### src/rtl/decode_pkg.sv
// Shared definitions for the ARM decode stage:
// uop classes, condition codes, flag bit positions and the control bundle.
package decode_pkg;

    localparam logic [3:0] UOP_NONE      = 4'd0;
    localparam logic [3:0] UOP_BRANCH    = 4'd1;
    localparam logic [3:0] UOP_INTEGER   = 4'd2;
    localparam logic [3:0] UOP_INTEGER_M = 4'd3;
    localparam logic [3:0] UOP_LOAD      = 4'd4;
    localparam logic [3:0] UOP_STORE     = 4'd5;
    localparam logic [3:0] UOP_FP        = 4'd6;

    localparam logic [3:0] COND_EQ = 4'h0;
    localparam logic [3:0] COND_NE = 4'h1;
    localparam logic [3:0] COND_CS = 4'h2;
    localparam logic [3:0] COND_CC = 4'h3;
    localparam logic [3:0] COND_MI = 4'h4;
    localparam logic [3:0] COND_PL = 4'h5;
    localparam logic [3:0] COND_VS = 4'h6;
    localparam logic [3:0] COND_VC = 4'h7;
    localparam logic [3:0] COND_HI = 4'h8;
    localparam logic [3:0] COND_LS = 4'h9;
    localparam logic [3:0] COND_GE = 4'hA;
    localparam logic [3:0] COND_LT = 4'hB;
    localparam logic [3:0] COND_GT = 4'hC;
    localparam logic [3:0] COND_LE = 4'hD;
    localparam logic [3:0] COND_AL = 4'hE;
    localparam logic [3:0] COND_NV = 4'hF;

    localparam logic [27:0] NOP_ENC = 28'h320F000;

    localparam int FLAG_N = 3;
    localparam int FLAG_Z = 2;
    localparam int FLAG_C = 1;
    localparam int FLAG_V = 0;

    typedef struct packed {
        logic [3:0] cls;
        logic [3:0] opcode;
        logic [2:0] mtype;
        logic [7:0] shift;
        logic       exec;
        logic       wr_do;
        logic       wr_m;
        logic       wr_cpsr;
    } dec_ctrl_t;

    // TST/TEQ/CMP/CMN only update flags
    function automatic logic is_test_op(input logic [3:0] opc);
        return opc[3:2] == 2'b10;
    endfunction

endpackage

### src/rtl/decode_stage_cond_check.sv
// Combinational ARM condition-code evaluator.
// Reports whether cond passes against the given NZCV flags.
module cond_check
    import decode_pkg::*;
(
    input  logic [3:0] cond,
    input  logic [3:0] nzcv,
    output logic       pass
);

    logic n, z, c, v;

    assign n = nzcv[FLAG_N];
    assign z = nzcv[FLAG_Z];
    assign c = nzcv[FLAG_C];
    assign v = nzcv[FLAG_V];

    always_comb begin
        pass = 1'b0;
        case (cond)
            COND_EQ: pass = z;
            COND_NE: pass = !z;
            COND_CS: pass = c;
            COND_CC: pass = !c;
            COND_MI: pass = n;
            COND_PL: pass = !n;
            COND_VS: pass = v;
            COND_VC: pass = !v;
            COND_HI: pass = c && !z;
            COND_LS: pass = !c || z;
            COND_GE: pass = n == v;
            COND_LT: pass = n != v;
            COND_GT: pass = !z && (n == v);
            COND_LE: pass = z || (n != v);
            COND_AL: pass = 1'b1;
            default: pass = 1'b0;
        endcase
    end

endmodule

### src/rtl/decode_stage.sv
// Registered ARM decode stage: classify, check condition, bypass operands,
// and hand packets to execute through an output register plus skid entry.
module decode_stage
    import decode_pkg::*;
#(
    parameter int DATA_W  = 32,
    parameter int REG_W   = 4,
    parameter int NUM_FWD = 2
) (
    input  logic                       clk,
    input  logic                       rst_n,
    input  logic                       in_valid,
    output logic                       in_ready,
    input  logic [31:0]                instr_i,
    input  logic                       flush,
    input  logic                       flags_we,
    input  logic [3:0]                 flags_i,
    output logic [4*REG_W-1:0]         rr_addr_o,
    input  logic [4*DATA_W-1:0]        rr_data_i,
    input  logic [NUM_FWD-1:0]         fwd_valid,
    input  logic [NUM_FWD*REG_W-1:0]   fwd_reg,
    input  logic [NUM_FWD*DATA_W-1:0]  fwd_data,
    output logic                       out_valid,
    input  logic                       out_ready,
    output logic [3:0]                 out_class,
    output logic [3:0]                 out_opcode,
    output logic [2:0]                 out_type,
    output logic [7:0]                 out_shift,
    output logic [DATA_W-1:0]          out_a,
    output logic [DATA_W-1:0]          out_b,
    output logic [DATA_W-1:0]          out_c,
    output logic [DATA_W-1:0]          out_d,
    output logic [REG_W-1:0]           out_dest,
    output logic                       out_exec,
    output logic                       out_wr_do,
    output logic                       out_wr_m,
    output logic                       out_wr_cpsr
);

    typedef struct packed {
        dec_ctrl_t         ctrl;
        logic [REG_W-1:0]  dest;
        logic [DATA_W-1:0] a;
        logic [DATA_W-1:0] b;
        logic [DATA_W-1:0] c;
        logic [DATA_W-1:0] d;
    } pkt_t;

    logic [3:0]        flags_q;
    logic [3:0]        eff_flags;
    logic              cond_pass;
    logic [REG_W-1:0]  ra   [4];
    logic [DATA_W-1:0] opnd [4];
    logic              is_nop, is_mul, is_dp, is_sdt, is_br;
    logic              test_op;
    pkt_t              nxt, out_q, skid_q;
    logic              out_v, skid_v;
    logic              in_fire;

    function automatic logic [DATA_W-1:0] rot_imm(input logic [11:0] f);
        logic [DATA_W-1:0] x;
        logic [4:0]        r;
        x = DATA_W'(f[7:0]);
        r = {f[11:8], 1'b0};
        return (x >> r) | (x << (DATA_W - int'(r)));
    endfunction

    assign eff_flags = flags_we ? flags_i : flags_q;

    cond_check u_cond (
        .cond (instr_i[31:28]),
        .nzcv (eff_flags),
        .pass (cond_pass)
    );

    assign is_nop  = instr_i[27:0] == NOP_ENC;
    assign is_mul  = !is_nop && !instr_i[25] && instr_i[7] && instr_i[4];
    assign is_dp   = !is_nop && !is_mul && instr_i[27:26] == 2'b00;
    assign is_sdt  = !is_mul && instr_i[27:26] == 2'b01;
    assign is_br   = instr_i[27:25] == 3'b101;
    assign test_op = is_test_op(instr_i[24:21]);

    // Multiply reads Rm,Rs,Rd,Rn; everything else reads Rn,Rm,Rs,Rd
    always_comb begin
        if (is_mul) begin
            ra[0] = REG_W'(instr_i[3:0]);
            ra[1] = REG_W'(instr_i[11:8]);
            ra[2] = REG_W'(instr_i[19:16]);
            ra[3] = REG_W'(instr_i[15:12]);
        end else begin
            ra[0] = REG_W'(instr_i[19:16]);
            ra[1] = REG_W'(instr_i[3:0]);
            ra[2] = REG_W'(instr_i[11:8]);
            ra[3] = REG_W'(instr_i[15:12]);
        end
    end

    assign rr_addr_o = {ra[3], ra[2], ra[1], ra[0]};

    // Scan oldest to youngest so the lowest-index match wins
    always_comb begin
        for (int k = 0; k < 4; k++) begin
            opnd[k] = rr_data_i[k*DATA_W +: DATA_W];
            for (int i = NUM_FWD - 1; i >= 0; i--) begin
                if (fwd_valid[i] && fwd_reg[i*REG_W +: REG_W] == ra[k])
                    opnd[k] = fwd_data[i*DATA_W +: DATA_W];
            end
        end
    end

    always_comb begin
        nxt           = '0;
        nxt.ctrl.exec = cond_pass;
        unique case (1'b1)
            is_nop: nxt.ctrl.exec = 1'b0;
            is_mul: begin
                nxt.ctrl.cls   = UOP_INTEGER_M;
                nxt.ctrl.mtype = instr_i[23:21];
                nxt.ctrl.wr_m  = !instr_i[23];
                nxt.dest       = REG_W'(instr_i[19:16]);
                nxt.a          = opnd[0];
                nxt.b          = opnd[1];
                nxt.c          = opnd[2];
                nxt.d          = opnd[3];
            end
            is_dp: begin
                nxt.ctrl.cls     = UOP_INTEGER;
                nxt.ctrl.opcode  = instr_i[24:21];
                nxt.ctrl.wr_do   = !test_op;
                nxt.ctrl.wr_cpsr = instr_i[20] || test_op;
                nxt.dest         = REG_W'(instr_i[15:12]);
                nxt.a            = opnd[0];
                if (instr_i[25]) begin
                    nxt.b = rot_imm(instr_i[11:0]);
                end else begin
                    nxt.b          = opnd[1];
                    nxt.ctrl.shift = instr_i[11:4];
                end
            end
            is_sdt: begin
                nxt.ctrl.cls   = instr_i[20] ? UOP_LOAD : UOP_STORE;
                nxt.ctrl.wr_do = instr_i[20];
                nxt.dest       = REG_W'(instr_i[15:12]);
                nxt.a          = opnd[0];
                nxt.b          = DATA_W'(instr_i[11:0]);
                nxt.d          = opnd[3];
            end
            is_br: begin
                nxt.ctrl.cls = UOP_BRANCH;
                nxt.b = {{(DATA_W-26){instr_i[23]}}, instr_i[23:0], 2'b00};
            end
            default: ;
        endcase
    end

    assign in_fire = in_valid && !skid_v && !flush;

    always_ff @(posedge clk or negedge rst_n) begin
        if (!rst_n) begin
            flags_q <= '0;
            out_v   <= 1'b0;
            skid_v  <= 1'b0;
            out_q   <= '0;
            skid_q  <= '0;
        end else begin
            if (flags_we)
                flags_q <= flags_i;
            if (flush) begin
                out_v  <= 1'b0;
                skid_v <= 1'b0;
            end else if (skid_v) begin
                if (out_ready) begin
                    out_q  <= skid_q;
                    skid_v <= 1'b0;
                end
            end else if (in_fire) begin
                if (!out_v || out_ready) begin
                    out_q <= nxt;
                    out_v <= 1'b1;
                end else begin
                    skid_q <= nxt;
                    skid_v <= 1'b1;
                end
            end else if (out_ready) begin
                out_v <= 1'b0;
            end
        end
    end

    assign in_ready    = !skid_v;
    assign out_valid   = out_v;
    assign out_class   = out_q.ctrl.cls;
    assign out_opcode  = out_q.ctrl.opcode;
    assign out_type    = out_q.ctrl.mtype;
    assign out_shift   = out_q.ctrl.shift;
    assign out_exec    = out_q.ctrl.exec;
    assign out_wr_do   = out_q.ctrl.wr_do;
    assign out_wr_m    = out_q.ctrl.wr_m;
    assign out_wr_cpsr = out_q.ctrl.wr_cpsr;
    assign out_dest    = out_q.dest;
    assign out_a       = out_q.a;
    assign out_b       = out_q.b;
    assign out_c       = out_q.c;
    assign out_d       = out_q.d;

endmodule

### config.mk
export PLATFORM = sky130hd
export DESIGN_NAME = decode_stage
export DESIGN_NICKNAME = d
export VERILOG_FILES = /design/src/rtl/decode_pkg.sv /design/src/rtl/decode_stage_cond_check.sv /design/src/rtl/decode_stage.sv
export SDC_FILE = /design/constraint.sdc
export NUM_CORES = 1
export LEC_CHECK = 0
export BUFFER_PORTS_ARGS = -buffer_cell sky130_fd_sc_hd__buf_4
export CAP_MARGIN = 10
export CORE_MARGIN = 2
export CORE_UTILIZATION = 50
export DETAILED_ROUTE_END_ITERATION = 8
export GPL_TIMING_DRIVEN = 0
export PLACE_DENSITY = 0.74
export RECOVER_POWER = 50
export SYNTH_ARGS = -nofsm -noshare
export SYNTH_HDL_FRONTEND = slang
export SYNTH_HIERARCHICAL = 1
export SYNTH_SLANG_ARGS = --single-unit
### constraint.sdc
create_clock -name clk -period 2.2 [get_ports clk]
set_input_delay 0.11 -clock clk [delete_from_list [all_inputs] [get_ports clk]]
set_output_delay 0.11 -clock clk [all_outputs]
set_load 0.03 [all_outputs]
# After elaboration in Yosys (flattened, before gate mapping)
# Cells that the tools add are included.
[word_totals] register_bits=316 input_bits=244 output_inout_bits=173
[classes] addsub=1 n_eq_ne=31 shifts=2 mux=40 bitwise_logic=4 reduce_logical=44
[ops] cell="$mux 155" n=4
[ops] cell="$mux 32" n=11
[ops] cell="$pmux 32 s4" n=1
[ops] cell="$pmux 36 s2" n=1
[ops] cell="$eq 4x4->1" n=8
[ops] cell="$or 32x32->32" n=1
[ops] cell="$shl 8x32->32" n=1
[ops] cell="$shr 8x5->32" n=1
[ops] cell="$eq 28x26->1 const B" n=1
[ops] cell="$eq 4x4->1 const B" n=7
[ops] cell="$logic_and 1x1->1" n=18
[ops] cell="$eq 4x3->1 const B" n=4
[ops] cell="$mux 16" n=1
[ops] cell="$mux 8" n=2
[ops] cell="$pmux 1 s15" n=1
[ops] cell="$mux 1" n=14
[ops] cell="$logic_not 1->1" n=12
[ops] cell="$pmux 3 s4" n=1
[ops] cell="$eq 4x2->1 const B" n=2
[ops] cell="$mux 4" n=2
[ops] cell="$reduce_and 4->1" n=2
[ops] cell="$sub 6x5->7 const A" n=1
[ops] cell="$eq 4x1->1 const B" n=1
[ops] cell="$logic_not 4->1" n=1
[ops] cell="16 further kinds" n=24

# Depth between registers and ports, before layout
[depth] word_depth=15 mapped_depth=12 mapped_depth_nobuf=10

# By module
# Netlist, hierarchy kept.
[modules_own_cells] module="decode_stage" n_inst=1 cells_per_inst=2216 area_per_inst_um2=18697.9 seq_area_each_um2=7857.5
[modules_own_cells] module="cond_check" n_inst=1 cells_per_inst=28 area_per_inst_um2=193.9 seq_area_each_um2=0.0

# Worst setup path after synthesis
# Ideal clock, no wire load.
[synth_path] path_kind="input-to-reg" start="input port instr_i[8]" end="register out_q, in the netlist out_dest[0]" setup_ns=0.133 arrival_time_ns=2.152 required_time_ns=2.067 setup_slack_ns=-0.085 cell_stages=12 path_buffers=2 path_cell_list="inv_1 -> ha_1 -> clkbuf_1 -> nor4bb_1 -> nand4_1 -> o21bai_4 -> clkbuf_1 -> nand2_1 -> a22oi_1 -> nor2_1 -> a21oi_1 -> o21ai_0"
[synth_between] elab_chain_cells=13 elab_cells_between_ends=14 classes_between="eq/ne: 1; mux: 4; reduce/logical: 9"
[synth_lines] element="start: declaration" line="decode_stage.sv:14" rtl="input logic [31:0] instr_i,"
[synth_lines] element="$eq 28x26->1 (*)" line="decode_stage.sv:76" rtl="assign is_nop = instr_i[27:0] == NOP_ENC;"
[synth_lines] element="$logic_not 1->1 (*)" line="decode_stage.sv:77, decode_stage.sv:78"
[synth_lines] element="$logic_and 1x1->1 (3 in a row)" line="decode_stage.sv:77" rtl="assign is_mul = !is_nop && !instr_i[25] && instr_i[7] && instr_i[4];"
[synth_lines] element="$logic_not 1->1" line="decode_stage.sv:78, decode_stage.sv:79"
[synth_lines] element="$logic_and 1x1->1 (2 in a row)" line="decode_stage.sv:78" rtl="assign is_dp = !is_nop && !is_mul && instr_i[27:26] == 2'b00;"
[synth_lines] element="$reduce_or 2->1 (no source line)"
[synth_lines] element="$pmux 36 s2 (*)" line="decode_stage.sv:114" rtl="unique case (1'b1)"
[synth_lines] element="$mux 155 (*)" line="decode_stage.sv:177" rtl="if (!out_v || out_ready) begin"
[synth_lines] element="$mux 155 (*)" line="decode_stage.sv:176" rtl="end else if (in_fire) begin"
[synth_lines] element="$mux 155 (*)" line="decode_stage.sv:171" rtl="end else if (skid_v) begin"
[synth_lines] element="end signal: assignment" line="decode_stage.sv:173" rtl="out_q <= skid_q;"
[synth_lines] element="end signal: assignment" line="decode_stage.sv:178" rtl="out_q <= nxt;"
[synth_lines] element="end: declaration" line="decode_stage.sv:56" rtl="pkt_t nxt, out_q, skid_q;"
# Every way passes the cells marked *; elsewhere a longest branch is shown, timed or not. The select of a mux whose other input is x is not followed.
# A chain may end at the register's enable or synchronous reset.

# Worst setup path after layout
[layout_path] start="input port instr_i[8]" end="register out_q, in the netlist out_b[5]"
[layout_between] elab_chain_cells=15 elab_cells_between_ends=25 classes_between="add/sub: 1; eq/ne: 3; shift: 2; mux: 8; bitwise: 1; reduce/logical: 10"
[layout_lines] element="$eq 28x26->1" line="decode_stage.sv:76"
[layout_lines] element="$logic_not 1->1" line="decode_stage.sv:77, decode_stage.sv:78"
[layout_lines] element="$logic_and 1x1->1 (3 in a row)" line="decode_stage.sv:77"
[layout_lines] element="$mux 16" line="decode_stage.sv:85" rtl="if (is_mul) begin"
[layout_lines] element="$eq 4x4->1" line="decode_stage.sv:105" rtl="if (fwd_valid[i] && fwd_reg[i*REG_W +: REG_W] == ra[k])"
[layout_lines] element="$logic_and 1x1->1" line="decode_stage.sv:105"
[layout_lines] element="$mux 32 (2 in a row)" line="decode_stage.sv:105"
[layout_lines] element="$mux 32" line="decode_stage.sv:133" rtl="if (instr_i[25]) begin"
[layout_lines] element="$pmux 32 s4 (*)" line="decode_stage.sv:114"
[layout_lines] element="$mux 155 (*)" line="decode_stage.sv:177"
[layout_lines] element="$mux 155 (*)" line="decode_stage.sv:176"
[layout_lines] element="$mux 155 (*)" line="decode_stage.sv:171"
# Marked as above.

==> flow_metrics.env <==
export IMPL_start_util_pct=50.5
export IMPL_cts_clk_slew_worst_paths_ps=70
export IMPL_dr_first_iter_drc_count=2088
export IMPL_cts_made_buffers=36
export IMPL_first_global_vias=20011
export IMPL_synth_net_count=2489
export IMPL_async_flop_share_pct=100
export IMPL_synth_top_cell_area_share_pct=41.6
export IMPL_detail_route_antenna_nets=0
export IMPL_design_area_um2=25000
export IMPL_clock_skew_ps=34.1
export IMPL_ioPinCount=417
export IMPL_ys_top_cells_by_count="nand2_1, dfrtp_1, nor2_1"
export IMPL_relSlewSlack_pct=35.4
export IMPL_setup_slack_ps=-31.2
export IMPL_final_layout_size_suffix_gt1_share_pct=23.5
export IMPL_synth_area_leaders="dfrtp_1, nand2_1, mux2i_1"
export IMPL_fillers=3192
export IMPL_hpwlAfterDp_um=66800
export IMPL_multi_input_area_um2=10900
export IMPL_grt_ovfl_total=0
export IMPL_slew_violations=0
export IMPL_setup_viol=4
export IMPL_crit_type="in -> reg"
export IMPL_ys_warn_count=6
export IMPL_critPathLaunch="instr_i[8]"
export IMPL_rrSetupSlack_ps=30
export IMPL_wirelength_um=88900
export IMPL_arrival_ps=2660
export IMPL_final_core_util_pct=67.0
export IMPL_wire_per_inst_um=26.9
export IMPL_grt_setup_unrepaired="true"
export IMPL_ys_types=79
export IMPL_cts_tree="done"
export IMPL_nets=3017
export IMPL_hold_viol=0
export IMPL_clock_latency_ps=550
export IMPL_end_kind="register"
export IMPL_die_width_um=198
export IMPL_track_usage_pct=44.0
export IMPL_status="finished with violations"
export IMPL_r2r_start="skid_v"
export IMPL_clockRootBuffer="clkbuf_16"
export IMPL_viasPerCell=6.31
export IMPL_post_route_period_util_pct=101
export IMPL_gp_congestion=1.02
export IMPL_critical_path_startpoint_type="input port"
export IMPL_violations="setup timing"
export IMPL_dr_pass1_iters=6
export IMPL_hold_class="in -> reg"
export IMPL_register_area_um2=7860
export IMPL_grt_pass1_wl_um=127000
export IMPL_yosysMostFrequentCell="nand2_1"
export IMPL_syn_area_um2=18900
export IMPL_r2r_end="out_c[27]"
export IMPL_endpoint="out_b[5]"
export IMPL_netlist_instances=2244
export IMPL_syn_to_final_growth_pct=32.6
export IMPL_cp_required_ps=2630
export IMPL_synthFlopType="dfrtp_1"
export IMPL_drcViolationCount=0
export IMPL_numPortBuffers=402
export IMPL_die_area_um2=39400
export IMPL_synth_seq_area_share_pct=41.6
export IMPL_antenna_found_initial=6
export IMPL_hold_depth=3
export IMPL_dieHeight_um=198
export IMPL_core_area_um2=37400
export IMPL_synth_top_area_cell="dfrtp_1"
export IMPL_leakage_nw=11.5
export IMPL_drv_cap=0
export IMPL_cp_max_fo=10
export IMPL_worst_slew_pin_slew_ps=970
export IMPL_via_count=20899
export IMPL_cts_htree_levels=2
export IMPL_grt_start_max_net_pins=120
export IMPL_ir_worst_vdd_v=0.000628
export IMPL_reg2reg_depth=8
export IMPL_finalSetupTns_ps=-46.9
export IMPL_period_minus_slack_ps=2230
export IMPL_synth_edf_count=0
export IMPL_rows=71
export IMPL_clockBufferDepth=3
export IMPL_p_per_area_nw_per_um2=739
export IMPL_synth_seq_cells=314
export IMPL_place_area_um2=22600
export IMPL_cts_sinks=314
export IMPL_fmax_ghz=0.448
export IMPL_avgSynthCellArea_um2=8.42
## critical path, stage by stage
cell and delay (ps):
buf_4 130, buf_2 310, clkbuf_4 280, clkbuf_4 280
mux2i_1 130, nor3_1 250, a21oi_1 60, o21ai_0 200
nand2_1 180, a221oi_2 370, nor2_2 140, o21ai_0 210
## area by class of cell
| cell class | count | area share [%] |
|---|---|---|
| clock buffers | 53 | 4.26 |
| repair buffers | 492 | 13.2 |
| plain buffers | 192 | 4.25 |
| inverters | 24 | 0.360 |
| diodes | 3 | 0.0300 |
| well taps | 511 | 2.55 |
| clock inverters | 10 | 0.629 |
| flip-flops and latches | 314 | 31.4 |
| multi-input cells | 1712 | 43.3 |
## worst min path at each step
stage / startpoint / endpoint / slack, ps
after floorplan: rst_n / flags_q[0] / -190
after global placement: flush / skid_v / 290
after detailed placement: rst_n / out_shift[7] / 200
after CTS: instr_i[12] / skid_q[128] / 6
after global routing: instr_i[18] / skid_q[130] / 30
final: instr_i[18] / skid_q[130] / 10
## layer usage
layer / wire (um) / vias up / global-route usage (%)
met4: 6790 / 4 / 30.0
met2: 39700 / 1483 / 68.3
met5: 21 / - / 0
li1: - / 8989 / -
met3: 10500 / 382 / 11.1
met1: 32000 / 10041 / 54.1
## state kept, by name (all words and copies together), names as in the netlist, 4 cells and up
signal	count
skid_q	154
out_b	32
out_d	32
flags_q	4
out_opcode	4
out_shift	8
out_c	32
out_a	32
out_dest	4
## power by group
group / leakage, nW / switching (mW) / internal (mW) / total (mW)
registers: 4.08 / 0.538 / 6.62 / 7.16
clock network: 0.604 / 2.53 / 3.83 / 6.36
logic: 6.82 / 3.34 / 1.63 / 4.97
## kinds of logic after synthesis
family                   share of synthesized area, %
AND/OR/NAND/NOR                                  17.8
AO/OA/AOI/OAI                                    22.4
flip-flops                                       41.6
buffers and inverters                            4.95
multiplexers                                     11.5
XOR/XNOR                                         1.57
adder cells (fa/ha/maj)                        0.0662
other                                          0.0198
## metrics by stage
stage	hold slack (ps)	cells	worst slack, ps	total power, mW
finish	12.8	3311	-31.2	18.5
floorplan	-186	2244	4.93	9.80
global placement	293	3157	-1900	12.0
CTS	5.94	3284	-5.69	18.6
global route	32.8	3308	-138	19.1
detailed placement	197	3159	-1580	12.1
## cells in the final DEF (no fill, tap or decap), drive strengths merged, types with 33 or more instances in the layout
cell         netlist  layout
nand2            401     401
buf               67     350
clkbuf           128     334
dfrtp            314     314
nor2             259     259
o21ai            228     229
a21oi            177     177
mux2i            121     121
mux2              77      77
dlygate4sd3        0      53
a211oi            44      44
o221ai            38      38
o31ai             38      38
o21bai            33      33
## repair_timing
| action | CTS | global route |
|---|---|---|
| pin swaps | 9 | 15 |
| hold buffers | 53 | 0 |
| buffers inserted | 11 | 23 |
| gates cloned | 0 | 2 |
| endpoints found under the setup margin | 303 | 295 |
| hold endpoints to repair | 171 | 0 |
| gates resized for setup | 142 | 163 |
Note: power is estimated with default switching activity, not from simulation.
